File: src/rtl/stream_pkg.sv
// Shared types for the stream packet buffer: write FSM states, descriptor layout and
// index-width helper.
package stream_pkg;

  // Descriptor field widths; they bound the id/qos/len widths a buffer instance may use.
  localparam int unsigned DescIdW  = 2;
  localparam int unsigned DescQosW = 4;
  localparam int unsigned DescLenW = 5;

  typedef enum logic [1:0] {
    StIdle,
    StFill,
    StDrop
  } wr_state_e;

  typedef struct packed {
    logic [DescIdW-1:0]  id;
    logic [DescQosW-1:0] qos;
    logic [DescLenW-1:0] len;
  } desc_t;

  function automatic int unsigned idx_width(input int unsigned n);
    return (n > 1) ? $clog2(n) : 1;
  endfunction

endpackage

File: src/rtl/sync_fifo.sv
// Small synchronous FIFO with registered occupancy count; the head entry is visible
// combinationally on rdata_o.
module sync_fifo
  import stream_pkg::*;
#(
  parameter int unsigned Width = 8,
  parameter int unsigned Depth = 4,
  localparam int unsigned CntW = $clog2(Depth + 1),
  localparam int unsigned AW   = idx_width(Depth)
) (
  input  logic             clk,
  input  logic             rst_n,
  input  logic             push_i,
  input  logic [Width-1:0] wdata_i,
  input  logic             pop_i,
  output logic [Width-1:0] rdata_o,
  output logic             full_o,
  output logic             empty_o,
  output logic [CntW-1:0]  count_o
);

  logic [Width-1:0] mem_q [Depth];
  logic [AW-1:0]    wr_idx_q, rd_idx_q;
  logic [CntW-1:0]  count_q;

  function automatic logic [AW-1:0] next_idx(input logic [AW-1:0] idx);
    return (idx == AW'(Depth - 1)) ? '0 : idx + AW'(1);
  endfunction

  always_ff @(posedge clk) begin
    if (push_i) begin
      mem_q[wr_idx_q] <= wdata_i;
    end
  end

  always_ff @(posedge clk) begin
    if (rst_n) begin
      wr_idx_q <= '0;
      rd_idx_q <= '0;
      count_q  <= '0;
    end else begin
      if (push_i) wr_idx_q <= next_idx(wr_idx_q);
      if (pop_i)  rd_idx_q <= next_idx(rd_idx_q);
      if (push_i && !pop_i)      count_q <= count_q + CntW'(1);
      else if (!push_i && pop_i) count_q <= count_q - CntW'(1);
    end
  end

  assign rdata_o = mem_q[rd_idx_q];
  assign full_o  = (count_q == CntW'(Depth));
  assign empty_o = (count_q == '0);
  assign count_o = count_q;

endmodule

File: src/rtl/stream_packet_buffer.sv
// Store-and-forward packet buffer: a packet becomes visible downstream only once its last
// beat is stored; oversize packets are rewound and discarded with a drop pulse.
module stream_packet_buffer
  import stream_pkg::*;
#(
  parameter int unsigned T_DATA_WIDTH = 8,
  parameter int unsigned T_QOS__WIDTH = DescQosW,
  parameter int unsigned STREAM_COUNT = 3,
  parameter int unsigned T_ID___WIDTH = $clog2(STREAM_COUNT),
  parameter int unsigned DEPTH        = 16,
  parameter int unsigned MAX_PACKETS  = 4,
  localparam int unsigned LenW = $clog2(DEPTH + 1),
  localparam int unsigned CntW = $clog2(MAX_PACKETS + 1)
) (
  input  logic                    clk,
  input  logic                    rst_n,
  input  logic [T_DATA_WIDTH-1:0] s_data_i,
  input  logic [T_QOS__WIDTH-1:0] s_qos_i,
  input  logic [T_ID___WIDTH-1:0] s_id_i,
  input  logic                    s_last_i,
  input  logic                    s_valid_i,
  output logic                    s_ready_o,
  output logic [T_DATA_WIDTH-1:0] m_data_o,
  output logic [T_QOS__WIDTH-1:0] m_qos_o,
  output logic [T_ID___WIDTH-1:0] m_id_o,
  output logic [LenW-1:0]         m_len_o,
  output logic                    m_last_o,
  output logic                    m_valid_o,
  input  logic                    m_ready_i,
  output logic                    drop_o,
  output logic [CntW-1:0]         pkt_count_o
);

  localparam int unsigned AW = $clog2(DEPTH);
  localparam int unsigned PW = AW + 1;

  logic [T_DATA_WIDTH:0]   mem_q [DEPTH];
  wr_state_e               state_q, state_d;
  logic [PW-1:0]           wr_ptr_q, wr_ptr_d, commit_ptr_q, commit_ptr_d, rd_ptr_q, rd_ptr_d;
  logic [LenW-1:0]         pkt_len_q, pkt_len_d;
  logic [T_ID___WIDTH-1:0] id_q, id_d;
  logic [T_QOS__WIDTH-1:0] qos_q, qos_d;
  logic                    drop_q, drop_d;
  logic                    mem_we, accept, data_full, desc_full, desc_empty, oversize;
  logic                    desc_push, desc_pop, rd_fire;
  desc_t                   desc_in, desc_head;
  logic [T_DATA_WIDTH:0]   rd_entry;

  assign data_full = ((wr_ptr_q - rd_ptr_q) == PW'(DEPTH));
  assign oversize  = (state_q == StFill) && (pkt_len_q == LenW'(DEPTH));
  assign accept    = s_valid_i && s_ready_o;

  always_comb begin
    state_d      = state_q;
    wr_ptr_d     = wr_ptr_q;
    commit_ptr_d = commit_ptr_q;
    pkt_len_d    = pkt_len_q;
    id_d         = id_q;
    qos_d        = qos_q;
    drop_d       = 1'b0;
    mem_we       = 1'b0;
    desc_push    = 1'b0;
    desc_in      = '0;
    s_ready_o    = !data_full && !desc_full;
    unique case (state_q)
      StIdle: begin
        if (accept) begin
          mem_we    = 1'b1;
          wr_ptr_d  = wr_ptr_q + PW'(1);
          id_d      = s_id_i;
          qos_d     = s_qos_i;
          pkt_len_d = LenW'(1);
          if (s_last_i) begin
            desc_push    = 1'b1;
            desc_in.id   = DescIdW'(s_id_i);
            desc_in.qos  = DescQosW'(s_qos_i);
            desc_in.len  = DescLenW'(1);
            commit_ptr_d = wr_ptr_q + PW'(1);
          end else begin
            state_d = StFill;
          end
        end
      end
      StFill: begin
        // The beat that would overflow is taken even when storage is full so it can be discarded.
        if (oversize) s_ready_o = 1'b1;
        if (accept) begin
          if (oversize) begin
            wr_ptr_d = commit_ptr_q;
            if (s_last_i) begin
              drop_d  = 1'b1;
              state_d = StIdle;
            end else begin
              state_d = StDrop;
            end
          end else begin
            mem_we    = 1'b1;
            wr_ptr_d  = wr_ptr_q + PW'(1);
            pkt_len_d = pkt_len_q + LenW'(1);
            if (s_last_i) begin
              desc_push    = 1'b1;
              desc_in.id   = DescIdW'(id_q);
              desc_in.qos  = DescQosW'(qos_q);
              desc_in.len  = DescLenW'(pkt_len_q + LenW'(1));
              commit_ptr_d = wr_ptr_q + PW'(1);
              state_d      = StIdle;
            end
          end
        end
      end
      StDrop: begin
        s_ready_o = 1'b1;
        if (accept && s_last_i) begin
          drop_d  = 1'b1;
          state_d = StIdle;
        end
      end
      default: state_d = StIdle;
    endcase
  end

  always_ff @(posedge clk) begin
    if (mem_we) begin
      mem_q[wr_ptr_q[AW-1:0]] <= {s_data_i, s_last_i};
    end
  end

  always_ff @(posedge clk) begin
    if (rst_n) begin
      state_q      <= StIdle;
      wr_ptr_q     <= '0;
      commit_ptr_q <= '0;
      rd_ptr_q     <= '0;
      pkt_len_q    <= '0;
      id_q         <= '0;
      qos_q        <= '0;
      drop_q       <= 1'b0;
    end else begin
      state_q      <= state_d;
      wr_ptr_q     <= wr_ptr_d;
      commit_ptr_q <= commit_ptr_d;
      rd_ptr_q     <= rd_ptr_d;
      pkt_len_q    <= pkt_len_d;
      id_q         <= id_d;
      qos_q        <= qos_d;
      drop_q       <= drop_d;
    end
  end

  // A descriptor exists only for fully committed packets, so reads never pass commit_ptr.
  assign rd_entry  = mem_q[rd_ptr_q[AW-1:0]];
  assign m_valid_o = !desc_empty;
  assign rd_fire   = m_valid_o && m_ready_i;
  assign desc_pop  = rd_fire && rd_entry[0];
  assign rd_ptr_d  = rd_fire ? rd_ptr_q + PW'(1) : rd_ptr_q;

  assign m_data_o = rd_entry[T_DATA_WIDTH:1];
  assign m_last_o = m_valid_o && rd_entry[0];
  assign m_id_o   = desc_head.id[T_ID___WIDTH-1:0];
  assign m_qos_o  = desc_head.qos[T_QOS__WIDTH-1:0];
  assign m_len_o  = desc_head.len[LenW-1:0];
  assign drop_o   = drop_q;

  sync_fifo #(
    .Width ($bits(desc_t)),
    .Depth (MAX_PACKETS)
  ) u_desc_fifo (
    .clk     (clk),
    .rst_n   (rst_n),
    .push_i  (desc_push),
    .wdata_i (desc_in),
    .pop_i   (desc_pop),
    .rdata_o (desc_head),
    .full_o  (desc_full),
    .empty_o (desc_empty),
    .count_o (pkt_count_o)
  );

endmodule

File: config.mk
export PLATFORM = sky130hd
export DESIGN_NAME = stream_packet_buffer
export DESIGN_NICKNAME = d
export VERILOG_FILES = /design/src/rtl/stream_pkg.sv /design/src/rtl/sync_fifo.sv /design/src/rtl/stream_packet_buffer.sv
export SDC_FILE = /design/constraint.sdc
export NUM_CORES = 1
export LEC_CHECK = 0
export CAP_MARGIN = 10
export CORE_MARGIN = 2
export CORE_UTILIZATION = 52
export DETAILED_ROUTE_END_ITERATION = 6
export PLACE_DENSITY = 0.7
export SLEW_MARGIN = 40
export SYNTH_ARGS = -nofsm -noshare
export SYNTH_HDL_FRONTEND = slang
export SYNTH_HIERARCHICAL = 1
export SYNTH_SLANG_ARGS = --single-unit
File: constraint.sdc
create_clock -name clk -period 5.65 [get_ports clk]
set_clock_uncertainty 0.05 [all_clocks]
set_input_delay 1.13 -clock clk [delete_from_list [all_inputs] [get_ports clk]]
set_output_delay 1.13 -clock clk [all_outputs]
set_load 0.01 [all_outputs]
# Word-level counts from Yosys, hierarchy flattened
# Memories as Yosys holds them, arrays and structs flattened. A register that Yosys moved wholly into a read port is not among the register bits.
# Index checks and enable logic that the tools add are counted.
[classes]
n_addsub = 8
n_mul = 0
div = 0
magnitude_cmp = 0
eq_ne = 13
shift = 0
mux = 54
bitwise_logic = 0
n_reduce_logical = 22
[ops]
columns = ["op", "count"]
rows = [
  ["two-way mux 11 bit", 5],
  ["two-way mux 5 bit", 10],
  ["case mux 5 bit (2 select lines)", 3],
  ["two-way mux 2 bit", 11],
  ["case mux 11 bit (2 select lines)", 1],
  ["adder 5 x 1 -> 5 bit (second input constant)", 3],
  ["two-way mux 1 bit", 15],
  ["equality test 5 bit (second input constant)", 2],
  ["!= test 2 bit (second input constant)", 5],
  ["logical AND 1 bit", 9],
  ["two-way mux 4 bit", 2],
  ["case mux 1 bit (2 select lines)", 4],
  ["equality test 2 bit (second input constant)", 3],
  ["two-way mux 3 bit", 2],
  ["case mux 2 bit (3 select lines)", 1],
  ["zero test 1 bit", 5],
  ["AND reduction 5 bit", 1],
  ["subtractor 5 bit", 1],
  ["adder 2 x 1 -> 2 bit (second input constant)", 2],
  ["AND reduction 4 bit", 1],
  ["nonzero test 2 bit", 2],
  ["adder 3 x 1 -> 3 bit (second input constant)", 1],
  ["equality test 3 bit (second input constant)", 1],
  ["zero test 3 bit", 1],
  ["6 further kinds", 6],
]
[word_totals]
reg_bits = 36
latch_bits = 0
mem_bits_rw = 188
romBits = 0
in_bits = 19
output_inout_bits = 26
wordCells = 110
n_memories = 2
[memory_table]
columns = ["memory", "words", "word_bits", "rd", "rd_ports_with_merged_regs", "wr", "line_no", "rtl"]
rows = [
  ["mem_q", 16, 9, 1, 1, 1, "stream_packet_buffer.sv:37", "logic [T_DATA_WIDTH:0] mem_q [DEPTH];"],
  ["u_desc_fifo.mem_q", 4, 11, 1, 1, 1, "sync_fifo.sv:22", "logic [Width-1:0] mem_q [Depth];"],
]

# Depth between registers and ports, before layout
# Gate-level depths: netlist (run 1).
[logic_depth]
ltp_word = 13
ltp_mapped = 13

# By module
# The synthesis (run 1) kept the hierarchy.
[by_module_without_submodules]
columns = ["mod", "n_inst", "cells_per_inst", "area_each_um2"]
rows = [
  ["stream_packet_buffer", 1, 451, 7507.2],
  ["sync_fifo", 1, 101, 2029.4],
]

# Worst setup path after synthesis (run 1)
# Ideal clock, no wire load.
[synth_path]
path_type = "input -> register"
start = "in s_last_i"
end = "reg u_desc_fifo.count_q[2], in the netlist u_desc_fifo/count_o[2]"
arrival_time_ns = 3.272
path_slack_ns = 2.258
cell_stages = 9
path_cell_list = "clkbuf_1 -> nand4_1 -> a31oi_2 -> ha_1 -> inv_1 -> fa_1 -> xor2_1 -> or3_1 -> a21oi_1"
[synth_between]
elab_chain_cells = 7
word_cells_on_any_way = 10
classes_between = "mux: 6; reduce/logical: 4"
[synth_lines]
columns = ["element", "line_no", "rtl"]
rows = [
  ["start, declared", "stream_packet_buffer.sv:20", "input logic s_last_i,"],
  ["two-way mux 1 bit (*)", "stream_packet_buffer.sv:73, stream_packet_buffer.sv:100", ""],
  ["two-way mux 1 bit", "stream_packet_buffer.sv:88", "if (oversize) begin"],
  ["two-way mux 1 bit", "stream_packet_buffer.sv:87", "if (accept) begin"],
  ["case mux 1 bit (2 select lines) (*)", "stream_packet_buffer.sv:65", "unique case (state_q)"],
  ["via desc_push", "stream_packet_buffer.sv:45", "logic desc_push, desc_pop, rd_fire;"],
  ["zero test 1 bit", "sync_fifo.sv:45", "else if (!push_i && pop_i) count_q <= count_q - CntW'(1);"],
  ["logical AND 1 bit", "sync_fifo.sv:45", ""],
  ["nonzero test 2 bit (no line)", "-", ""],
  ["end signal, assigned", "sync_fifo.sv:44", "if (push_i && !pop_i) count_q <= count_q + CntW'(1);"],
  ["end signal, assigned", "sync_fifo.sv:45", ""],
  ["end, declared", "sync_fifo.sv:24", "logic [CntW-1:0] count_q;"],
]
# The timed path passes the listed nets; every way through them passes the cells marked *.
# A chain may end at the register's enable or synchronous reset.

==> results.md, run 1 <==
- Clock tree synthesis selected as its root buffer the cell sky130_fd_sc_hd__clkbuf_16.
- sky130_fd_sc_hd__edfxtp_1 takes more of the synthesized area than any other cell.
- The most frequently used cell type in the post-synthesis netlist is sky130_fd_sc_hd__edfxtp_1.
- The worst setup path is captured at an output port.
- Yosys mapped a number of flops with a built-in enable equal to 188.
- Summing all placed instances gives a cell area of 0.0102 mm².
- Dividing the final minimum period by the clock period gives 0.798.
- Summing every instance area after synthesis gives 0.00954 mm².
- The count of different cell masters after synthesis is 55.
- The wire length of the first global-routing pass is 29,600 µm.
- The share of total power dissipated in combinational logic is 0.217.
- Of the total power, the share spent switching nets is 0.257.
- The run finished with clean final reports.
- The total overflow left after global routing is 0.
- The count of antenna-violating nets left after detailed routing is 0.
- The cell type of the slowest stage on the worst timing path is sky130_fd_sc_hd__dfxtp_2.
- The clock passes through at most 3 buffers.
- Sorting the synthesized cells by how often they occur yields 188 x sky130_fd_sc_hd__edfxtp_1, 54 x sky130_fd_sc_hd__mux4_2, 42 x sky130_fd_sc_hd__dfxtp_1.
- In this run the power density over the cells is roughly 430 mW/mm².
- The total number of vias is 5,087.
- The placeable core region is 0.0180 mm².
- In the routed design, unresolved DRC markers number 0.
- The worst setup path category is reg -> out.
- The starting density of the core is 0.531.
- The number of fill cells in the layout is 1,283.
- In this design, the stage delay of the slowest critical-path cell is between 0.7 and 0.8 ns.
- The total wirelength of the detailed-routed design is about 19,000 µm.
- Clock-pin slew was measured on the worst setup and hold paths at roughly 0.06 ns.
- At the end of the flow the core is filled with cells to 0.615.
- In this run the number of H-tree levels came out at 1.
- Of the total power, registers draw 0.438.
- In this run the static leakage power is 3.70 nW.
- The via count of the first global-routing pass is 5,164.
- Compared with the post-synthesis result, the final layout area differs by 15.8%.
- By area the synthesized netlist is led by sky130_fd_sc_hd__edfxtp_1 59%, sky130_fd_sc_hd__mux4_2 13%, sky130_fd_sc_hd__dfxtp_1 8.8%.
- The clock latency on the worst-skew pair is 0.50 ns.
- The overall power is 4.73 mW.
- In this run the worst hold path is classified as reg -> reg.
- The internal power consumption is 3.51 mW.
- Setup violations remaining at the end of the flow were counted as 0.
- The number of DRC markers in iteration 0 is 375.
- The number of port buffers is 44.
- The number of hold violations in the final report came to 0.
- The global router's overall resource usage is 0.199.
- The tree built by TritonCTS fans out to between 200 and 250 sinks.
- The total of hold buffers inserted after clock tree synthesis is 0.
- Entering global routing, the biggest net connects 39 pins.
- The die is between 100 and 150 µm tall.
- The total iterations of the first detailed-routing run is 5.
- The max capacitance violation total is 0.
- The number of standard-cell rows in the floorplan is ~50.
- 0 antenna diodes ended up in the layout.
- The synthesized area divided by synthesized cell count is between 15 and 20 µm².
- The number of clock buffers added by TritonCTS is 24.
- The average wire length per cell after detail routing is 22.5 µm.
- The worst-path maximum fanout is 21.
- The buffer and inverter count on the worst path is 2.
- The startpoint of the worst hold path is commit_ptr_q[0]$_SDFFE_PP0P_.
- The die boundary width is 139 µm.
- Headroom to the max-slew limit came out at 0.523.
- Yosys printed 6 warnings.
- After detailed routing, the number of vias per cell comes to 5.96.
- The half-perimeter wire length after detailed placement is 11,800 µm.
- At the pin with the least slew margin, the transition time is roughly 0.71 ns.
- Buffers added to address setup during post-CTS repair amount to 0.
- Walking the worst path, the cells encountered are buf_4 > mux4_2 > a211oi_1 > a211oi_1 > clkdlybuf4s50_1.
- The sum of negative setup slack is 0 ns.
- Setup repair after global routing left no endpoint under its margin.
- Summing all multi-input logic gate instances after layout gives 0.00287 mm².
- For this run, the top clock speed supported by timing is approximately 0.22 GHz.
- In the synthesized netlist the dominant register cell turns out to be sky130_fd_sc_hd__edfxtp_1.
- The analysis attributes to net switching a power of 1.21 mW.
- The signal arrival time at the worst endpoint is 3.33 ns.
- The final count of pins violating max slew is 0.
- The clock period minus worst slack is between 4 and 5 ns.
- The kind of cell adding the most delay to the critical path is buffers and inverters.
- 45 I/O pins were placed.
- TritonCTS built the clock tree.
- The share of the Yosys chip area taken by registers is 0.680.
- The number of gates resized after CTS was 0.
- On the final layout, the worst hold slack is between 0.4 and 0.5 ns.
- The layout net count is between 600 and 700.
- The fraction of layout cells with a size suffix above 1 is 0.196.
- Of the total power, the clock network draws 0.346.
- The launching element type of the critical path is a flop.
- With fillers left out, the area of the finished cells amounts to between 0.01 and 0.015 mm².
- When the netlist entered floorplanning its net count stood at ~590.
- The number of antenna violations at the first check in global routing is 0.
- The area of the die is 0.0194 mm².
- The proportion of register bits with asynchronous set or reset after synthesis is 0.
- The combined flip-flop and latch cell area is 0.00649 mm².
- The number of flip-flops and latches in the synthesized netlist is 230.
- The required arrival time at the worst endpoint is 4.47 ns.
- At the end of routability-driven placement, the weighted congestion stood at between 0.8 and 0.9.
- The cell count after synthesis is roughly 550.
- The worst supply voltage drop on vdd is 266 µV.
- The area share of the leading cell type in the synthesized netlist is 0.592.
- Among the stages of the critical path, the cell type that occurs most often is sky130_fd_sc_hd__a211oi_1.
[path summary, 6_finish.rpt]
| check | endpoint | slack [ns] | depth (start not counted) |
|---|---|---|---|
| max | m_last_o | 1.14 | 5 |
| max reg2reg | u_desc_fifo/count_o[2]$_SDFFE_PP0P_ | 1.69 | 12 |
| min reg2reg | wr_ptr_q[0]$_SDFFE_PP0P_ | 0.43 | 2 |
| min | wr_ptr_q[0]$_SDFFE_PP0P_ | 0.43 | 2 |
[area by class of cell]
cell class	count	area share
sequential	230	0.588
timing repair buffer	49	0.0433
clock buffer	38	0.0693
clock inverter	6	0.00747
multi-input combinational	280	0.259
inverter	21	0.00713
tap	229	0.0259
[routing by layer]
metal / global-route usage / up-vias / wire (µm)
met1: 0.294 / 2609 / 8260
met3: 0.0323 / 20 / 1210
met5: 0 / - / 0
met2: 0.320 / 162 / 9540
li1: - / 2296 / -
met4: 0.0377 / 0 / 215
[state kept, by name, summed over array words and instances, names as in the netlist, 2 cells and up, named ones only]
| signal | flops |
|---|---|
| mem_q | 144 |
| u_desc_fifo/mem_q | 44 |
| commit_ptr_q | 5 |
| pkt_len_q | 5 |
| rd_ptr_q | 5 |
| wr_ptr_q | 5 |
| qos_q | 4 |
| u_desc_fifo/count_o | 3 |
| id_q | 2 |
| state_q | 2 |
| u_desc_fifo/rd_idx_q | 2 |
| u_desc_fifo/wr_idx_q | 2 |
[metrics by stage]
step	setup slack [ns]	cells
2_1_floorplan	2.26	552
3_3_place_gp	1.70	809
3_5_place_dp	1.67	809
4_1_cts	1.12	853
5_1_grt	0.951	853
6_report	1.14	853
[cell families (layout without fill, tap and decap cells)]
kind of cell | after synthesis | after routing | share of synthesized area
AO/OA/AOI/OAI | 58 | 58 | 0.0495
XOR/XNOR | 14 | 14 | 0.0129
adder cells (fa/ha/maj) | 21 | 21 | 0.0283
buffers and inverters | 42 | 114 | 0.0201
flip-flops | 230 | 230 | 0.680
multiplexers | 70 | 70 | 0.146
AND/OR/NAND/NOR | 117 | 117 | 0.0631
[power by group through the flow]
stage                     Sequential [mW]  Clock [mW]  Combinational (mW)
after CTS                            2.07        1.65                1.03
after floorplan                      2.03           0               0.747
after detailed placement             2.11           0                1.02
after global routing                 2.09        1.72                1.10
final                                2.07        1.63                1.02
after global placement               2.10           0               0.993
[cells in the final DEF (no fill, tap or decap), drive strengths merged, types with 2 or more instances in the layout]
cell / instances
mux4: 55
a211o: 3
nor2: 39
xnor2: 8
a31o: 3
inv: 21
nor3b: 3
dfxtp: 42
or3: 2
nand3: 5
a211oi: 8
and2: 8
mux2i: 15
and3: 16
or2: 2
a41o: 2
bufinv: 2
a21oi: 14
clkbuf: 38
xor2: 6
clkdlybuf4s50: 44
a31oi: 4
nand4: 4
nor2b: 5
a22oi: 2
edfxtp: 188
buf: 5
ha: 20
nor3: 7
a32o: 8
a311oi: 2
nand2: 20
o21ai: 6
clkinv: 4
[worst register-to-register path, cell delays in order (launching register included)]
cell                       delay (ns)
sky130_fd_sc_hd__dfxtp_2         0.71
sky130_fd_sc_hd__buf_4           0.49
sky130_fd_sc_hd__mux4_2          0.56
sky130_fd_sc_hd__a211oi_1        0.36
sky130_fd_sc_hd__a211oi_1        0.15
sky130_fd_sc_hd__and2_1          0.26
sky130_fd_sc_hd__inv_1           0.08
sky130_fd_sc_hd__ha_1            0.17
sky130_fd_sc_hd__inv_1           0.06
sky130_fd_sc_hd__fa_1            0.38
sky130_fd_sc_hd__xor2_1          0.16
sky130_fd_sc_hd__or3_1           0.31
sky130_fd_sc_hd__a21oi_1         0.14
No activity file was read; power rests on OpenSTA's default activity.
==> inputs of run 2 (changes only) <==
--- a/config.mk
+++ b/config.mk
@@ -9,7 +9,7 @@
 export CORE_MARGIN = 2
 export CORE_UTILIZATION = 52
 export DETAILED_ROUTE_END_ITERATION = 6
-export PLACE_DENSITY = 0.7
+export PLACE_DENSITY = 0.73
 export SLEW_MARGIN = 40
 export SYNTH_ARGS = -nofsm -noshare
 export SYNTH_HDL_FRONTEND = slang
==> constraint.sdc (replaced) <==
create_clock -name clk -period 3.85 [get_ports clk]
set_clock_uncertainty 0.05 [all_clocks]
set_input_delay 0.77 -clock clk [delete_from_list [all_inputs] [get_ports clk]]
set_output_delay 0.77 -clock clk [all_outputs]
set_load 0.01 [all_outputs]
==> results.md, run 2 (synthesis gave the netlist of run 1 again) <==
- The flow ran to the end, and the final reports show no timing, DRC or antenna violations.
- The number of hold violations in the final report is 0 (unchanged).
- The ratio of total power to cell area is 609 mW/mm² (+42%).
- The final count of pins violating max slew came to 0 (unchanged).
- Leaving out fill and tap cells, the most frequent cells in the layout are 188 x sky130_fd_sc_hd__edfxtp_1, 54 x sky130_fd_sc_hd__mux4_2, 44 x sky130_fd_sc_hd__clkdlybuf4s50_1.
- The via count of the first global-routing pass is 5,225 (+1.2%).
- The final-layout worst hold slack came to 0.447 ns (+0.0144 ns).
- The worst-case headroom to the max-slew limit is 0.533 (+0.00958).
- The count of inserted antenna diode cells is 0 (unchanged).
- The most common cell after layout, fill and taps aside is sky130_fd_sc_hd__edfxtp_1.
- The pin count of the biggest net entering global routing was 27 (-31%).
- The cell leakage power is 3.67 nW (-0.89%).
- The sum of negative setup slack is 0 ns (unchanged).
- The die boundary width came to 139 µm (unchanged).
- The number of H-tree branching levels is 1 (unchanged).
- The worst setup path category is reg -> out.
- The worst setup slack after layout was 0.125 ns (-1.02 ns).
- The final standard cell utilization of the core is 0.611 (-0.00453).
- The number of placed instances with taps included is 814 (+0.62%).
- The endpoint class of the critical path is an output port.
- The overall power is 6.68 mW (+41%).
- The number of buffers inserted by post-CTS setup repair is 0 (unchanged).
- The post-synthesis to final-layout area growth is 15.0%.
- The global router's overall resource usage was 0.199 (about the same).
- Subtracting the final worst setup slack from the clock period gives 3.73 ns.
- The worst-path maximum fanout is 4 (-81%).
- The via density per instance is 6.01 (+0.75%).
- The count of antenna-violating nets left after detailed routing is 0 (unchanged).
- The height of the die was 139 µm (unchanged).
- The number of buffers created by CTS is 23 (-4.2%).
- The final instance count without filler cells is 856 (+0.35%).
- The signal arrival time at the worst endpoint is 2.91 ns (-0.42 ns).
- In the final layout, the registers with the most flip-flops are mem_q x144, u_desc_fifo/mem_q x44.
- The total iterations of the first detailed-routing run is 5 (unchanged).
- The total clock sinks was 230 (unchanged).
- The maximum root-to-sink buffer count is 3 (unchanged).
- The number of setup violations in the final report is 0 (unchanged).
- The max capacitance violation total was 0 (unchanged).
- The count of pins on the block boundary is 45 (unchanged).
- TritonCTS built the clock tree.
- The half-perimeter wire length after detailed placement is 12,300 µm (+4.5%).
- The worst supply voltage drop on vdd is 349 µV (+31%).
- The average wire length per cell after detail routing is 22.2 µm (-1.5%).
- Setup repair after global routing left no endpoint under its margin.
- The total congestion overflow came to 0 (unchanged).
- The wire length of the first global-routing pass came to 29,700 µm (+0.54%).
- The number of remaining DRC errors is 0 (unchanged).
- The clock input transition at the sequential cells of the worst setup and hold paths is 0.06 ns (about the same).
- The slew of the pin with the lowest slew margin came to 0.698 ns (-0.0166 ns).
- The required arrival time at the worst endpoint is 3.03 ns (-1.44 ns).
- The clock latency on the worst-skew pair is 0.51 ns (about the same).
- The class of the worst hold path is reg -> reg.
- The number of port buffers came to 44 (unchanged).
- The layout net count is 650 (+0.62%).
- The fraction of layout cells with a size suffix above 1 was 0.193 (-0.00253).
- The number of DRC markers in iteration 0 is 506 (+35%).
- The cell sitting at the root of the clock tree is a sky130_fd_sc_hd__clkbuf_16.
- The number of resized instances in the post-cts repair step was 0 (unchanged).
- The total number of vias was 5,143 (+1.1%).
- The total wirelength of the detailed-routed design is 19,000 µm (-1.1%).
- The number of antenna violations at the first check in global routing is 0 (unchanged).
- The pre-CTS setup slack is 0.683 ns (-0.985 ns).
- The flip-flop count of the largest register after layout came to 144 (unchanged).
- The final RePlAce weighted congestion was 0.879 (+3.9%).
- The number of standard-cell rows in the floorplan is 49 (unchanged).
- The maximum clock rate is 0.268 GHz.
- The starting density of the core was 0.531 (unchanged).
- The placeable core region is 0.0180 mm² (unchanged).
- The placement-stage cell area is 0.0102 mm² (+0.48%).
- The area of the die came to 0.0194 mm² (unchanged).
- The final design area excluding fillers is 0.0110 mm² (-0.74%).
- The worst setup path is launched from a flop.
- Of the available clock period, the critical path in the final layout requires 0.968.
- The register with the most flip-flops is mem_q.
- The total of hold buffers inserted after clock tree synthesis is 0 (unchanged).
[run 2: cell count changes in the layout (fill, tap and decap cells not counted), sizes merged]
cell	change
bufinv	-2
buf	+5
clkinv	-1
inv	+1
[run 2: final cells by class]
type / count / area (µm²)
Fill cell: 1289 / 7000
Sequential cell: 230 / 6490
Multi-Input combinational cell: 280 / 2870
Clock buffer: 38 / 696
Timing Repair Buffer: 54 / 528
Tap cell: 229 / 287
Inverter: 21 / 78.8
Clock inverter: 4 / 23.8
[run 2: layer usage]
layer | vias to the layer above | share of wire | GRT usage
met2 | 164 | 0.51 | 0.339
li1 | 2311 | - | -
met3 | 19 | 0.064 | 0.0296
met5 | - | 0 | 0
met4 | 0 | 0.010 | 0.0409
met1 | 2649 | 0.42 | 0.277
[run 2: worst paths after layout]
kind	endpoint	slack, ns	start	cells past startpoint
max	s_ready_o	0.12	rd_ptr_q[1]$_SDFFE_PP0P_	8
min	state_q[1]$_SDFFE_PP0P_	0.45	state_q[1]$_SDFFE_PP0P_	2
max reg2reg	u_desc_fifo/count_o[2]$_SDFFE_PP0P_	0.68	flop	12
min reg2reg	state_q[1]$_SDFFE_PP0P_	0.45	state_q[1]$_SDFFE_PP0P_	2
[run 2: worst max-delay path: stages, from the launching register on]
cell and delay, ns:
sky130_fd_sc_hd__dfxtp_1 0.35, sky130_fd_sc_hd__inv_1 0.09, sky130_fd_sc_hd__ha_1 0.19, sky130_fd_sc_hd__nand2b_1 0.18, sky130_fd_sc_hd__a211o_1 0.34, sky130_fd_sc_hd__a211o_2 0.34
sky130_fd_sc_hd__a21oi_1 0.35, sky130_fd_sc_hd__inv_1 0.08, sky130_fd_sc_hd__clkdlybuf4s50_1 0.48
[run 2: where the power goes]
group | leakage [nW] | internal (mW) | switching, mW
registers | 2.06 | 2.87 | 0.121
clock network | 0.357 | 1.23 | 0.866
logic | 1.25 | 0.817 | 0.779
